$ cat src/rtl/key_debounce.sv
// Per-key 2-flop synchronizer and debounce FSM for active-low pushbuttons.
// Optional auto-repeat on held keys: define KEY_REPEAT_EN.
module key_debounce #(
  parameter int NUM_KEYS        = 4,
  parameter int DEBOUNCE_CYCLES = 500000,
  parameter int REPEAT_DELAY    = 25000000,
  parameter int REPEAT_PERIOD   = 5000000
) (
  input  logic                CLOCK_50,
  input  logic                Resetn,
  input  logic [NUM_KEYS-1:0] KEY,
  output logic [NUM_KEYS-1:0] KEY_STATE,
  output logic [NUM_KEYS-1:0] KEY_PRESS,
  output logic [NUM_KEYS-1:0] KEY_RELEASE
);

  localparam int CW =
    (DEBOUNCE_CYCLES < 1) ? 1 : $clog2(DEBOUNCE_CYCLES + 1);
  localparam logic [CW-1:0] CNT_MAX = CW'(DEBOUNCE_CYCLES);
  localparam logic [CW-1:0] CNT_ONE = CW'(1);

`ifdef KEY_REPEAT_EN
  localparam int RMAX =
    (REPEAT_DELAY > REPEAT_PERIOD) ? REPEAT_DELAY : REPEAT_PERIOD;
  localparam int RW = (RMAX < 1) ? 1 : $clog2(RMAX + 1);
  localparam logic [RW-1:0] R_FIRST = RW'(REPEAT_DELAY);
  localparam logic [RW-1:0] R_NEXT  = RW'(REPEAT_PERIOD);
  localparam logic [RW-1:0] R_ONE   = RW'(1);
`else
  // Repeat timing is meaningless without auto-repeat.
  if (REPEAT_DELAY < 0 || REPEAT_PERIOD < 0) begin : g_rpt_unused
  end
`endif

  typedef enum logic [1:0] {
    RELEASED,
    PRESS_CHK,
    PRESSED,
    RELEASE_CHK
  } state_e;

  logic [NUM_KEYS-1:0] sync1_q;
  logic [NUM_KEYS-1:0] sync2_q;
  logic [NUM_KEYS-1:0] s;

  always_ff @(posedge CLOCK_50 or negedge Resetn) begin
    if (!Resetn) begin
      sync1_q <= '1;
      sync2_q <= '1;
    end else begin
      sync1_q <= KEY;
      sync2_q <= sync1_q;
    end
  end

  assign s = ~sync2_q;

  for (genvar g = 0; g < NUM_KEYS; g++) begin : g_key
    state_e        st_q;
    logic [CW-1:0] cnt_q;
    logic          lvl_q;
    logic          press_q;
    logic          rel_q;

`ifdef KEY_REPEAT_EN
    logic [RW-1:0] rpt_q;
    logic [RW-1:0] rpt_inc;
    logic          first_q;
    logic          rpt_hit;
    logic          rpt_tick;

    assign rpt_inc  = rpt_q + R_ONE;
    assign rpt_hit  = rpt_inc == (first_q ? R_FIRST : R_NEXT);
    // Hold time accrues whenever the accepted level and input agree.
    assign rpt_tick = s[g] &&
                      (st_q == PRESSED || st_q == RELEASE_CHK);
`endif

    always_ff @(posedge CLOCK_50 or negedge Resetn) begin
      if (!Resetn) begin
        st_q    <= RELEASED;
        cnt_q   <= '0;
        lvl_q   <= 1'b0;
        press_q <= 1'b0;
        rel_q   <= 1'b0;
`ifdef KEY_REPEAT_EN
        rpt_q   <= '0;
        first_q <= 1'b1;
`endif
      end else begin
        press_q <= 1'b0;
        rel_q   <= 1'b0;
        unique case (st_q)
          RELEASED: begin
            if (s[g]) begin
              st_q  <= PRESS_CHK;
              cnt_q <= CNT_ONE;
            end else begin
              cnt_q <= '0;
            end
          end
          PRESS_CHK: begin
            if (!s[g]) begin
              st_q  <= RELEASED;
              cnt_q <= '0;
            end else if (cnt_q == CNT_MAX) begin
              st_q    <= PRESSED;
              cnt_q   <= '0;
              lvl_q   <= 1'b1;
              press_q <= 1'b1;
            end else begin
              cnt_q <= cnt_q + CNT_ONE;
            end
          end
          PRESSED: begin
            if (!s[g]) begin
              st_q  <= RELEASE_CHK;
              cnt_q <= CNT_ONE;
            end else begin
              cnt_q <= '0;
            end
          end
          RELEASE_CHK: begin
            if (s[g]) begin
              st_q  <= PRESSED;
              cnt_q <= '0;
            end else if (cnt_q == CNT_MAX) begin
              st_q  <= RELEASED;
              cnt_q <= '0;
              lvl_q <= 1'b0;
              rel_q <= 1'b1;
            end else begin
              cnt_q <= cnt_q + CNT_ONE;
            end
          end
          default: begin
            st_q  <= RELEASED;
            cnt_q <= '0;
          end
        endcase
`ifdef KEY_REPEAT_EN
        if (st_q == PRESS_CHK) begin
          rpt_q   <= '0;
          first_q <= 1'b1;
        end else if (rpt_tick) begin
          if (rpt_hit) begin
            rpt_q   <= '0;
            first_q <= 1'b0;
            press_q <= 1'b1;
          end else begin
            rpt_q <= rpt_inc;
          end
        end
`endif
      end
    end

    assign KEY_STATE[g]   = lvl_q;
    assign KEY_PRESS[g]   = press_q;
    assign KEY_RELEASE[g] = rel_q;
  end

endmodule

$ cat config.mk
export PLATFORM = sky130hd
export DESIGN_NAME = key_debounce
export DESIGN_NICKNAME = d
export VERILOG_FILES = /design/src/rtl/key_debounce.sv
export SDC_FILE = /design/constraint.sdc
export NUM_CORES = 1
export LEC_CHECK = 0
export BUFFER_PORTS_ARGS = -buffer_cell sky130_fd_sc_hd__buf_2
export CAP_MARGIN = 20
export CORE_ASPECT_RATIO = 1.25
export CORE_MARGIN = 1.5
export CORE_UTILIZATION = 30
export CTS_CLUSTER_SIZE = 12
export DETAILED_ROUTE_END_ITERATION = 12
export PLACE_DENSITY_LB_ADDON = 0.1
export SLEW_MARGIN = 20
export SYNTH_ARGS = -nofsm -noshare
export SYNTH_HDL_FRONTEND = slang
export SYNTH_SLANG_ARGS = --single-unit
$ cat constraint.sdc
create_clock -name CLOCK_50 -period 2.05 [get_ports CLOCK_50]
set_input_delay 0.1025 -clock CLOCK_50 [delete_from_list [all_inputs] [get_ports CLOCK_50]]
set_output_delay 0.1025 -clock CLOCK_50 [all_outputs]
set_load 0.005 [all_outputs]
# Word level (Yosys, flattened, before mapping)
# Index checks and enable logic that the tools add are counted.
# word_totals
register_bits,104
ram_bits,0
latchBits,0
word_cells,183
memories,0
mem_bits_ro,0
inputBits,6
# classes
mux,92
n_mul,0
add_sub_neg,4
shifts,0
bitwise,1
eq_ne,48
div,0
n_lt_le_gt_ge,0
n_reduce_logical,16
# op_table
cell,count
19-bit one-hot mux with 4 select lines,4
19-bit 2-to-1 mux,12
19-bit by 1-bit adder with 19-bit output (second input constant),4
19-bit == test (second input constant),4
2-bit 2-to-1 mux,24
2-bit != test (second input constant),24
1-bit 2-to-1 mux,44
2-bit one-hot mux with 4 select lines,4
3-bit != test (second input constant),8
5-bit AND reduction,4
2-bit == test (second input constant),8
4-bit AND reduction,4
2-bit by 1-bit == test with 1-bit output (second input constant),4
2-bit logical NOT,4
1-bit one-hot mux with 2 select lines,4
2-bit nonzero test,4
4-bit inverter,1

# Logic depth before layout (Yosys ltp)
# Gate-level depths: netlist of run 1.
# logic_depth
word_depth,4
depth_mapped,8
ltp_nobuf,6

# Worst setup path after synthesis of run 1
# OpenSTA, ideal clock, no wires.
# synth_timing
kind,flip-flop to flip-flop
startpoint,reg g_key[3].cnt_q[0]
endpoint,reg g_key[3].cnt_q[12]
arrival_time_ps,1812
synth_period_minus_slack_ps,1931
path_buffers,2
stages_incl_launch_ff,9
setup_slack_ps,119
required_time_ps,1931
cell_sequence,dfrtp_1 -> inv_1 -> ha_1 -> or4b_1 -> nor4_1 -> a211o_1 -> buf_4 -> buf_6 -> nor2_1
# synth_between
elab_chain_len,4
word_cells_on_any_way,6
classes_between,add/sub: 1; eq/ne: 1; mux: 4
# synth_lines
item,line_no,rtl
"start, declared",60,logic [CW-1:0] cnt_q;
"start signal, assigned",112,cnt_q <= cnt_q + CNT_ONE;
"start signal, assigned",133,cnt_q <= cnt_q + CNT_ONE;
19-bit by 1-bit adder with 19-bit output / 19-bit == test (equally long branches),--,
19-bit 2-to-1 mux *,"106, 127",
19-bit 2-to-1 mux (on tied branches),"124, 103",
19-bit one-hot mux with 4 select lines *,93,unique case (st_q)
# Mark *: on every way between the ends. The rest lies on a longest branch, timed or not.
# A chain may end at the register's enable or synchronous reset.

# Final worst setup path of run 1
# layout_timing
startpoint,reg g_key[3].cnt_q[0]
endpoint,reg g_key[3].cnt_q[18]
# The elaborated chain is that of the path after synthesis.

==> impl_metrics.py, run 1 <==
metrics = {
    "outcome": {
        "status": "completed",
    },
    "route": {
        "drc": 0,
        "viasPerCell": 4.81,
        "drt_pass1_iterations": 4,
        "dr.first_iter.drc_count": 160,
        "antenna_left": 0,
        "routed-via-count": 3697,
        "wl_per_cell_um": 13.1,
        "routed_wl_um": 10100,
    },
    "cells_and_area": {
        "area_growth_pct": 15.9,
        "fillers": 1702,
        "drive_gt1_frac": 0.150,
        "final_area_mm2": 0.00590,
        "final_common_cell": "dfrtp_1",
        "final_cell_mix": "dfrtp_1, nor2_1, xnor2_1, inv_1, nand3_1",
        "antenna_cells": 0,
        "fin_nets": 557,
    },
    "placed_design": {
        "hpwl_um": 6990,
        "numPortBuffers": 17,
        "postPlaceCellArea_mm2": 0.00552,
        "dp_slack_ns": 0.0867,
        "place_congestion": 0.794,
    },
    "logic_synthesis": {
        "synth.cell_area_mm2": 0.00510,
        "synth_area_leaders": "dfrtp_1, xnor2_1, nor2_1, dfstp_2, xor2_1",
        "syn_area_per_cell_um2": 10.1,
        "ys_ff_latch": 104,
        "syn_nets": 521,
        "synth_cell_types": 48,
        "yosysTopAreaCell": "dfrtp_1",
        "yosysTopAreaCellShare": 0.471,
        "yosysWarnings": 0,
        "netlist_instances": 507,
        "seq_area_frac_synth": 0.513,
    },
    "cts": {
        "insertion_delay_ns": 0.35,
        "cts_made_buffers": 9,
        "cts_buffer_depth": 2,
        "cts_tree": "built",
        "clock_sinks": 104,
        "path_clk_slew_ns": 0.07,
        "cts_root_buf": "clkbuf_16",
        "h-tree-depth": 3,
    },
    "grt": {
        "grt_pass1_vias": 3606,
        "grt_max_degree": 42,
        "overflow": 0,
        "antenna_found_initial": 0,
        "grt_use_total": 0.124,
        "grt_pass1_wl_um": 17600,
    },
    "floorplan": {
        "dieArea_mm2": 0.0178,
        "start_util": 0.305,
        "coreArea_mm2": 0.0167,
        "fp.dieH_um": 149,
        "pin_count": 18,
        "num_rows": 53,
        "die_x_um": 120,
    },
    "sta": {
        "fin_ws_ns": 0.112,
        "max_slew_margin": 0.634,
        "period_share": 0.945,
        "final.setup.tns_ns": 0,
        "rsz0062_at_grt": "false",
        "tightest_slew_ns": 0.549,
        "fmax_mhz": 516,
        "setup_viol": 0,
        "maxSlewViolCount": 0,
        "period_needed_ns": 1.94,
        "whs_ns": 0.282,
        "final_hold_viol_count": 0,
        "skew_ns": 0.00734,
    },
    "setup_path": {
        "endpoint_kind": "flip-flop",
        "required_ns": 2.33,
        "reg2reg_slack_ns": 0.11,
        "path_cells": "ha_2, nand2_1, or4_4, or4_4, a21oi_2",
        "critPathSlowestCell": "or4_4",
        "start_kind": "flip-flop",
        "slowest_delay_ns": 0.48,
        "critPathArrivalTime_ns": 2.22,
        "path_buf_inv": 0,
        "crit_family": "simple AND/OR/NAND/NOR gates",
        "critical_path_class": "flip-flop to flip-flop",
        "critPathMostFrequentCell": "or4_4",
        "cp_max_fo": 6,
    },
    "power_and_ir_drop": {
        "vdd.ir_drop.worst_uv": 384,
        "power_density_mw_per_mm2": 703,
        "power_mw": 4.15,
        "p_leak_nw": 2.39,
    },
    "flow_run": {
        "drv_cap": 0,
    },
    "hold_path": {
        "min_path_type": "input port to asynchronous set/reset pin",
    },
}
layout make-up:
| type | instances | area [µm²] | share of cell area |
|---|---|---|---|
| Clock buffer | 11 | 253 | 0.0428 |
| Tap cell | 220 | 275 | 0.0466 |
| Sequential cell | 104 | 2610 | 0.442 |
| Timing Repair Buffer | 46 | 343 | 0.0581 |
| Inverter | 36 | 135 | 0.0229 |
| Multi-Input combinational cell | 346 | 2210 | 0.374 |
| Clock inverter | 5 | 78.8 | 0.0134 |
synthesized netlist by cell type (all sizes together):
master,count
a211o,5
a211oi,5
a21boi,3
a21oi,16
a2bb2oi,1
a31o,5
a41oi,1
and3,13
and4,7
buf,19
clkbuf,2
dfrtp,96
dfstp,8
ha,8
inv,36
mux2i,4
nand2,22
nand2b,1
nand3,27
nand4,23
nand4b,2
nand4bb,1
nor2,69
nor2b,1
nor3,19
nor4,18
nor4b,1
nor4bb,2
o21ai,8
o31ai,5
or2,2
or3,9
or3b,1
or4,7
or4b,3
or4bb,1
xnor2,38
xor2,18
state kept, by name (all words and copies together), names as in the netlist, named ones only:
register       cells
g_key.rel_q        4
sync1_q            4
g_key.cnt_q       76
g_key.lvl_q        4
sync2_q            4
g_key.press_q      4
g_key.st_q         4
what timing repair did:
item / in CTS / in global routing
hold buffers: 5 / 0
setup endpoints to repair: 0 / 1
gates resized for setup: 0 / 1
hold endpoints to repair: 39 / 0
buffers inserted: 0 / 0
final timing paths:
kind / start / endpoint / cells after the start
worst max-delay path: g_key[3].cnt_q[0] / g_key[3].cnt_q[18] / 5
worst min register to register: sync1_q[3] / sync2_q[3] / 0
worst max register to register: g_key[3].cnt_q[0] / g_key[3].cnt_q[18] / 5
min in group CLOCK_50: sync1_q[3] / sync2_q[3] / 0
worst min-delay path: Resetn / g_key[2].cnt_q[9] / 2
max in group asynchronous: Resetn / sync1_q[2] / 3
metrics by stage:
| stage | std cells | util |
|---|---|---|
| after floorplan | 507 | - |
| after global placement | 747 | 0.330 |
| after detailed placement | 747 | 0.330 |
| after CTS | 768 | 0.353 |
| after global routing | 768 | 0.353 |
| final | 768 | 0.353 |
layer usage:
layer  part of all wire  vias to the layer above  GRT usage
met5                  0                        -          0
met2               0.49                       38      0.206
met3              0.024                       11     0.0219
met4              0.020                        0     0.0613
li1                   -                     1835          -
met1               0.46                     1813      0.155
logic make-up (layout without fill, tap and decap cells):
logic type                 count (synthesis)  count (layout)  synth area share
DFF                                      104             104             0.513
adders and majority gates                  8               8            0.0196
buffers and inverters                     57              98            0.0548
AOI/OAI and AO/OA                         49              49            0.0641
muxes                                      4               4           0.00786
and+or+nand+nor                          229             229             0.245
xor gates and xnor gates                  56              56            0.0962
power by group:
group	switching, mW	internal, mW	leakage, nW
clock network	0.765	1.13	0.165
logic	0.0946	0.0530	0.822
registers	0.0240	2.08	1.41
worst reg2reg max path: stages (launching register included):
cell	delay [ns]
dfrtp_1	0.43
ha_2	0.25
nand2_1	0.14
or4_4	0.48
or4_4	0.43
a21oi_2	0.14
Power figures use the tool's default switching activity.
==> run 2: changes to the inputs <==
- ABC_AREA: default -> 1
- CTS_BUF_LIST: default -> sky130_fd_sc_hd__clkbuf_8 sky130_fd_sc_hd__clkbuf_16
- MAX_ROUTING_LAYER: default -> met4
==> run 2 against run 1 <==
Against the previous run: utilization down 0.90 points; cell count up 29%; first-iteration DRC count up 34%; sequential share of layout area down 2.6 points; synthesized area up 11%; via count up 22%; register-to-register slack better by 0.20 ns; clock-buffer cell count down 2; clock skew up 0.0012 ns; worst hold slack worse by 0.023 ns; critical endpoint is now g_key[3].cnt_q[16]; largest cell class unchanged.
==> impl_metrics.py, run 2 <==
metrics = {
    "outcome": {
        "status": "completed",
    },
    "logic_synthesis": {
        "post-synth-top-count-cell": "nand2_1",
        "synth_area_leaders": "dfrtp_1, nand2_1, nor2_1, inv_1, nand3_1",
        "seq_area_frac_synth": 0.463,
        "yosysTopAreaCellShare": 0.426,
        "syn_area_per_cell_um2": 7.67,
        "netlist_instances": 735,
        "async_flop_share": 1.00,
        "yosysTopAreaCell": "dfrtp_1",
        "synth_edf_count": 0,
        "ys_ff_latch": 104,
        "syn_nets": 749,
        "synth_cell_types": 30,
        "synth.cell_area_mm2": 0.00564,
        "ys.flop_type": "dfrtp_1",
        "yosysWarnings": 0,
        "ys_top_cells_by_count": "nand2_1, nor2_1, inv_1, dfrtp_1, nand3_1",
    },
    "cts": {
        "cts_tree": "built",
        "cts_buffer_depth": 2,
        "h-tree-depth": 3,
        "cts_resized": 0,
        "path_clk_slew_ns": 0.08,
        "cts_made_buffers": 9,
        "cts_root_buf": "clkbuf_16",
        "cts_setup_buffers": 0,
        "clock_sinks": 104,
        "insertion_delay_ns": 0.36,
    },
    "power_and_ir_drop": {
        "vdd.ir_drop.worst_uv": 387,
        "p_leak_nw": 2.66,
        "switching_power_mw": 1.17,
        "p_comb_frac": 0.087,
        "netSwitchingFraction": 0.269,
        "seqPwrFrac": 0.501,
        "clockPowerShare": 0.413,
        "power_density_mw_per_mm2": 695,
        "power.internal_mw": 3.19,
    },
    "floorplan": {
        "fp.dieH_um": 156,
        "start_util": 0.309,
        "num_rows": 55,
        "coreArea_mm2": 0.0182,
        "pin_count": 18,
        "die_x_um": 126,
        "dieArea_mm2": 0.0196,
    },
    "sta": {
        "whs_ns": 0.259,
        "period_share": 0.846,
        "skew_ns": 0.00852,
        "max_slew_margin": 0.655,
        "period_needed_ns": 1.73,
        "tightest_slew_ns": 0.518,
        "fmax_mhz": 576,
        "maxSlewViolCount": 0,
        "final_hold_viol_count": 0,
        "final.setup.tns_ns": 0,
        "rsz0062_at_grt": "false",
        "setup_viol": 0,
    },
    "route": {
        "drc": 0,
        "drt_pass1_iterations": 4,
        "routed-via-count": 4525,
        "wl_met2_um": 6090,
        "highest_layer": "met4",
        "met1Wirelength_um": 5650,
        "dr.first_iter.drc_count": 214,
        "wl_per_cell_um": 12.4,
        "routed_wl_um": 12200,
        "antenna_left": 0,
        "wl_met3_um": 248,
        "viasPerCell": 4.58,
    },
    "setup_path": {
        "cp_max_fo": 6,
        "critPathArrivalTime_ns": 1.98,
        "required_ns": 2.30,
        "r2r-start": "g_key[3].cnt_q[0]",
        "start_kind": "flip-flop",
        "critical_path_class": "flip-flop to flip-flop",
        "path_cells": "ha_1, nand2_1, nor2_1, nand3_1, inv_1, nand3_1, nor3_1, nor2_1",
        "critPathSlowestCell": "dfrtp_1",
        "endpoint_kind": "flip-flop",
        "crit_family": "simple AND/OR/NAND/NOR gates",
        "slowest_delay_ns": 0.42,
        "path_buf_inv": 1,
        "startpoint": "g_key[3].cnt_q[0]",
    },
    "grt": {
        "grt_use_total": 0.139,
        "grt_max_degree": 42,
        "overflow": 0,
        "grt_pass1_wl_um": 21500,
        "grt_pass1_vias": 4672,
        "antenna_found_initial": 0,
    },
    "placed_design": {
        "place_congestion": 0.862,
        "numPortBuffers": 17,
        "hpwl_um": 9160,
    },
    "cells_and_area": {
        "area_growth_pct": 11.4,
        "final_cell_mix": "nand2_1, nor2_1, inv_1, dfrtp_1, nand3_1",
        "drive_gt1_frac": 0.114,
        "largest_reg_flops": 76,
        "fin_nets": 769,
        "final_common_cell": "nand2_1",
        "regMostFlops": "g_key.cnt_q",
        "antenna_cells": 0,
    },
    "flow_run": {
        "drv_cap": 0,
    },
    "hold_path": {
        "min_path_type": "input port to asynchronous set/reset pin",
    },
}
## run 2: cell types whose count changed after synthesis, sizes merged, moves of 7 or more
cell,before,now
inv,36,106
and4,7,0
o21ai,8,23
nor2,69,157
nand3,27,53
and3,13,0
or4,7,0
nor4,18,0
nand2,22,157
or3,9,0
xnor2,38,4
nor3,19,41
## run 2: per-stage QoR
step | power [mW] | std cells | util | instance area [µm²] | setup WS [ns]
floorplan | 2.48 | 735 | - | 5640 | 0.676
global placement | 2.61 | 967 | 0.325 | 5930 | 0.351
detailed placement | 2.61 | 967 | 0.325 | 5930 | 0.326
CTS | 4.46 | 988 | 0.344 | 6280 | 0.320
global route | 4.59 | 988 | 0.344 | 6280 | 0.158
finish | 4.36 | 988 | 0.344 | 6280 | 0.315
## run 2: worst paths after layout
| path | endpoint | slack (ns) | cells past startpoint |
|---|---|---|---|
| worst max-delay path | g_key[3].cnt_q[16] | 0.32 | 8 |
| worst min-delay path | g_key[0].cnt_q[7] | 0.26 | 2 |
| worst max register to register | g_key[3].cnt_q[16] | 0.32 | 8 |
| worst min register to register | sync2_q[3] | 0.36 | 0 |
| max in group asynchronous | sync1_q[1] | 1.12 | 3 |
| min in group CLOCK_50 | sync2_q[3] | 0.36 | 0 |
## run 2: repair_timing
item	in CTS	in global routing
endpoints found under the setup margin	0	0
endpoints found under the hold margin	36	0
hold buffers	5	0
## run 2: area by class of cell
cell class | instances | area, µm²
Clock buffer | 9 | 225
Clock inverter | 7 | 77.6
Fill cell | 1922 | 12000
Inverter | 107 | 403
Multi-Input combinational cell | 508 | 2490
Sequential cell | 104 | 2610
Tap cell | 228 | 285
Timing Repair Buffer | 25 | 185
## run 2: cells by family (layout without fill, tap and decap cells)
| family | count (synthesis) | in the layout | share of synthesized area |
|---|---|---|---|
| DFF | 104 | 104 | 0.463 |
| adders and majority gates | 8 | 8 | 0.0178 |
| and+or+nand+nor | 433 | 433 | 0.345 |
| AOI/OAI and AO/OA | 43 | 43 | 0.0417 |
| buffers and inverters | 123 | 148 | 0.0948 |
| xor gates and xnor gates | 24 | 24 | 0.0373 |
## run 2: power groups by stage
stage / combinational (mW) / clock (mW) / sequential (mW)
floorplan: 0.268 / 0 / 2.21
global placement: 0.382 / 0 / 2.22
detailed placement: 0.383 / 0 / 2.23
CTS: 0.393 / 1.88 / 2.19
global route: 0.443 / 1.96 / 2.20
finish: 0.378 / 1.80 / 2.18
## run 2: metal layers
metal  up-vias  GRT usage
li1       2345          -
met1      2127      0.162
met2        36      0.239
met3        17     0.0287
met4         0     0.0482
met5         -          -
==> run 3: changes to the inputs <==
- clock period: 2.05 -> 1.8 ns (I/O delays scaled with it)
==> run 3 against run 2 <==
Against the previous run: clock power is 7% higher; combinational power up 37%; first-iteration DRC count increased by 18%; critical path type unchanged.
==> impl_metrics.py, run 3 (synthesis gave the netlist of run 2 again) <==
metrics = {
    "outcome": {
        "status": "completed",
    },
    "cts": {
        "cts_buffer_depth": 2,
        "insertion_delay_ns": 0.36,
        "cts_root_buf": "clkbuf_16",
        "cts_tree": "built",
        "h-tree-depth": 3,
        "cts_setup_buffers": 0,
        "cts_made_buffers": 9,
        "path_clk_slew_ns": 0.08,
        "clock_sinks": 104,
    },
    "route": {
        "dr.first_iter.drc_count": 252,
        "drc": 0,
        "wl_per_cell_um": 12.4,
        "viasPerCell": 4.56,
        "drt_pass1_iterations": 5,
        "antenna_left": 0,
        "routed_wl_um": 12300,
        "routed-via-count": 4526,
    },
    "sta": {
        "period_needed_ns": 1.61,
        "setup_viol": 0,
        "skew_ns": 0.00894,
        "rsz0062_at_grt": "false",
        "final_hold_viol_count": 0,
        "final.setup.tns_ns": 0,
        "maxSlewViolCount": 0,
        "fmax_mhz": 619,
        "max_slew_margin": 0.682,
        "tightest_slew_ns": 0.477,
        "period_share": 0.897,
    },
    "floorplan": {
        "pin_count": 18,
        "die_x_um": 126,
        "start_util": 0.309,
        "dieArea_mm2": 0.0196,
        "coreArea_mm2": 0.0182,
        "fp.dieH_um": 156,
        "num_rows": 55,
    },
    "grt": {
        "overflow": 0,
        "grt_pass1_wl_um": 21200,
        "grt_pass1_vias": 4459,
        "grt_max_degree": 34,
        "antenna_found_initial": 0,
        "grt_use_total": 0.138,
    },
    "setup_path": {
        "start_kind": "flip-flop",
        "critical_path_class": "flip-flop to flip-flop",
        "cp_max_fo": 17,
        "critPathArrivalTime_ns": 1.87,
        "required_ns": 2.06,
        "path_buf_inv": 2,
        "endpoint_kind": "flip-flop",
        "critPathSlowestCell": "dfrtp_1",
        "path_cells": "inv_1, ha_1, nand3b_1, nor2_1, nand2_1, nand2_2, inv_1, nand2_1, nor2_1",
        "crit_family": "simple AND/OR/NAND/NOR gates",
        "slowest_delay_ns": 0.42,
    },
    "placed_design": {
        "place_congestion": 0.850,
        "numPortBuffers": 17,
        "hpwl_um": 9220,
        "post-place-cells": 972,
    },
    "cells_and_area": {
        "regMostFlops": "g_key.cnt_q",
        "final_cell_mix": "nand2_1, nor2_1, inv_1, dfrtp_1, nand3_1",
        "fin_nets": 774,
        "drive_gt1_frac": 0.120,
        "final_cells": 993,
        "final_common_cell": "nand2_1",
        "antenna_cells": 0,
        "area_growth_pct": 12.0,
        "largest_reg_flops": 76,
    },
    "power_and_ir_drop": {
        "vdd.ir_drop.worst_uv": 462,
        "p_leak_nw": 2.69,
        "power_density_mw_per_mm2": 780,
    },
    "hold_path": {
        "min_path_type": "input port to asynchronous set/reset pin",
    },
    "flow_run": {
        "drv_cap": 0,
    },
}
==> run 3: path summary, 6_finish.rpt <==
| kind | to | slack (ns) | depth (start not counted) | start |
|---|---|---|---|---|
| worst min register to register | sync2_q[2] | 0.36 | 0 | sync1_q[2] |
| worst max-delay path | g_key[1].cnt_q[13] | 0.19 | 9 | g_key[1].cnt_q[0] |
| max in group asynchronous | sync2_q[2] | 0.96 | 3 | Resetn |
| worst min-delay path | g_key[0].cnt_q[6] | 0.22 | 2 | Resetn |
| worst max register to register | g_key[1].cnt_q[13] | 0.19 | 9 | g_key[1].cnt_q[0] |
| min in group CLOCK_50 | sync2_q[2] | 0.36 | 0 | sync1_q[2] |
==> run 3: through the flow <==
stage	area [µm²]	setup WS (ns)	hold WS, ns	total power [mW]	utilization
global placement	5980	0.174	0.0815	3.03	0.328
global route	6320	0.0154	0.274	5.19	0.346
detailed placement	5980	0.177	0.0852	3.03	0.328
floorplan	5640	0.426	-0.206	2.82	-
CTS	6310	0.160	0.245	5.00	0.346
finish	6320	0.185	0.225	4.93	0.346
==> run 3: final cells by class <==
type | instances | area (µm²)
well taps | 228 | 285
inverters | 107 | 403
repair buffers | 30 | 235
multi-input cells | 508 | 2500
flip-flops and latches | 104 | 2610
fillers | 1921 | 11900
clock buffers | 10 | 239
clock inverters | 6 | 42.5
==> run 3: timing repair <==
| item | in CTS | in global routing |
|---|---|---|
| hold buffers | 5 | 0 |
| endpoints found under the hold margin | 32 | 0 |
| setup endpoints to repair | 0 | 6 |
| resized for setup | 0 | 2 |
==> run 3: power breakdown <==
| group | leakage, nW | internal, mW | total, mW | switching, mW |
|---|---|---|---|---|
| clock | 0.141 | 0.984 | 1.93 | 0.947 |
| sequential | 1.41 | 2.41 | 2.48 | 0.0657 |
| combinational | 1.14 | 0.181 | 0.518 | 0.337 |
==> run 3: routing by layer <==
metal	GRT usage	routed length [µm]	vias to the layer above
met2	0.223	5750	50
met4	0.0633	327	0
li1	-	-	2348
met3	0.0236	286	24
met1	0.170	5910	2104
met5	-	0	-
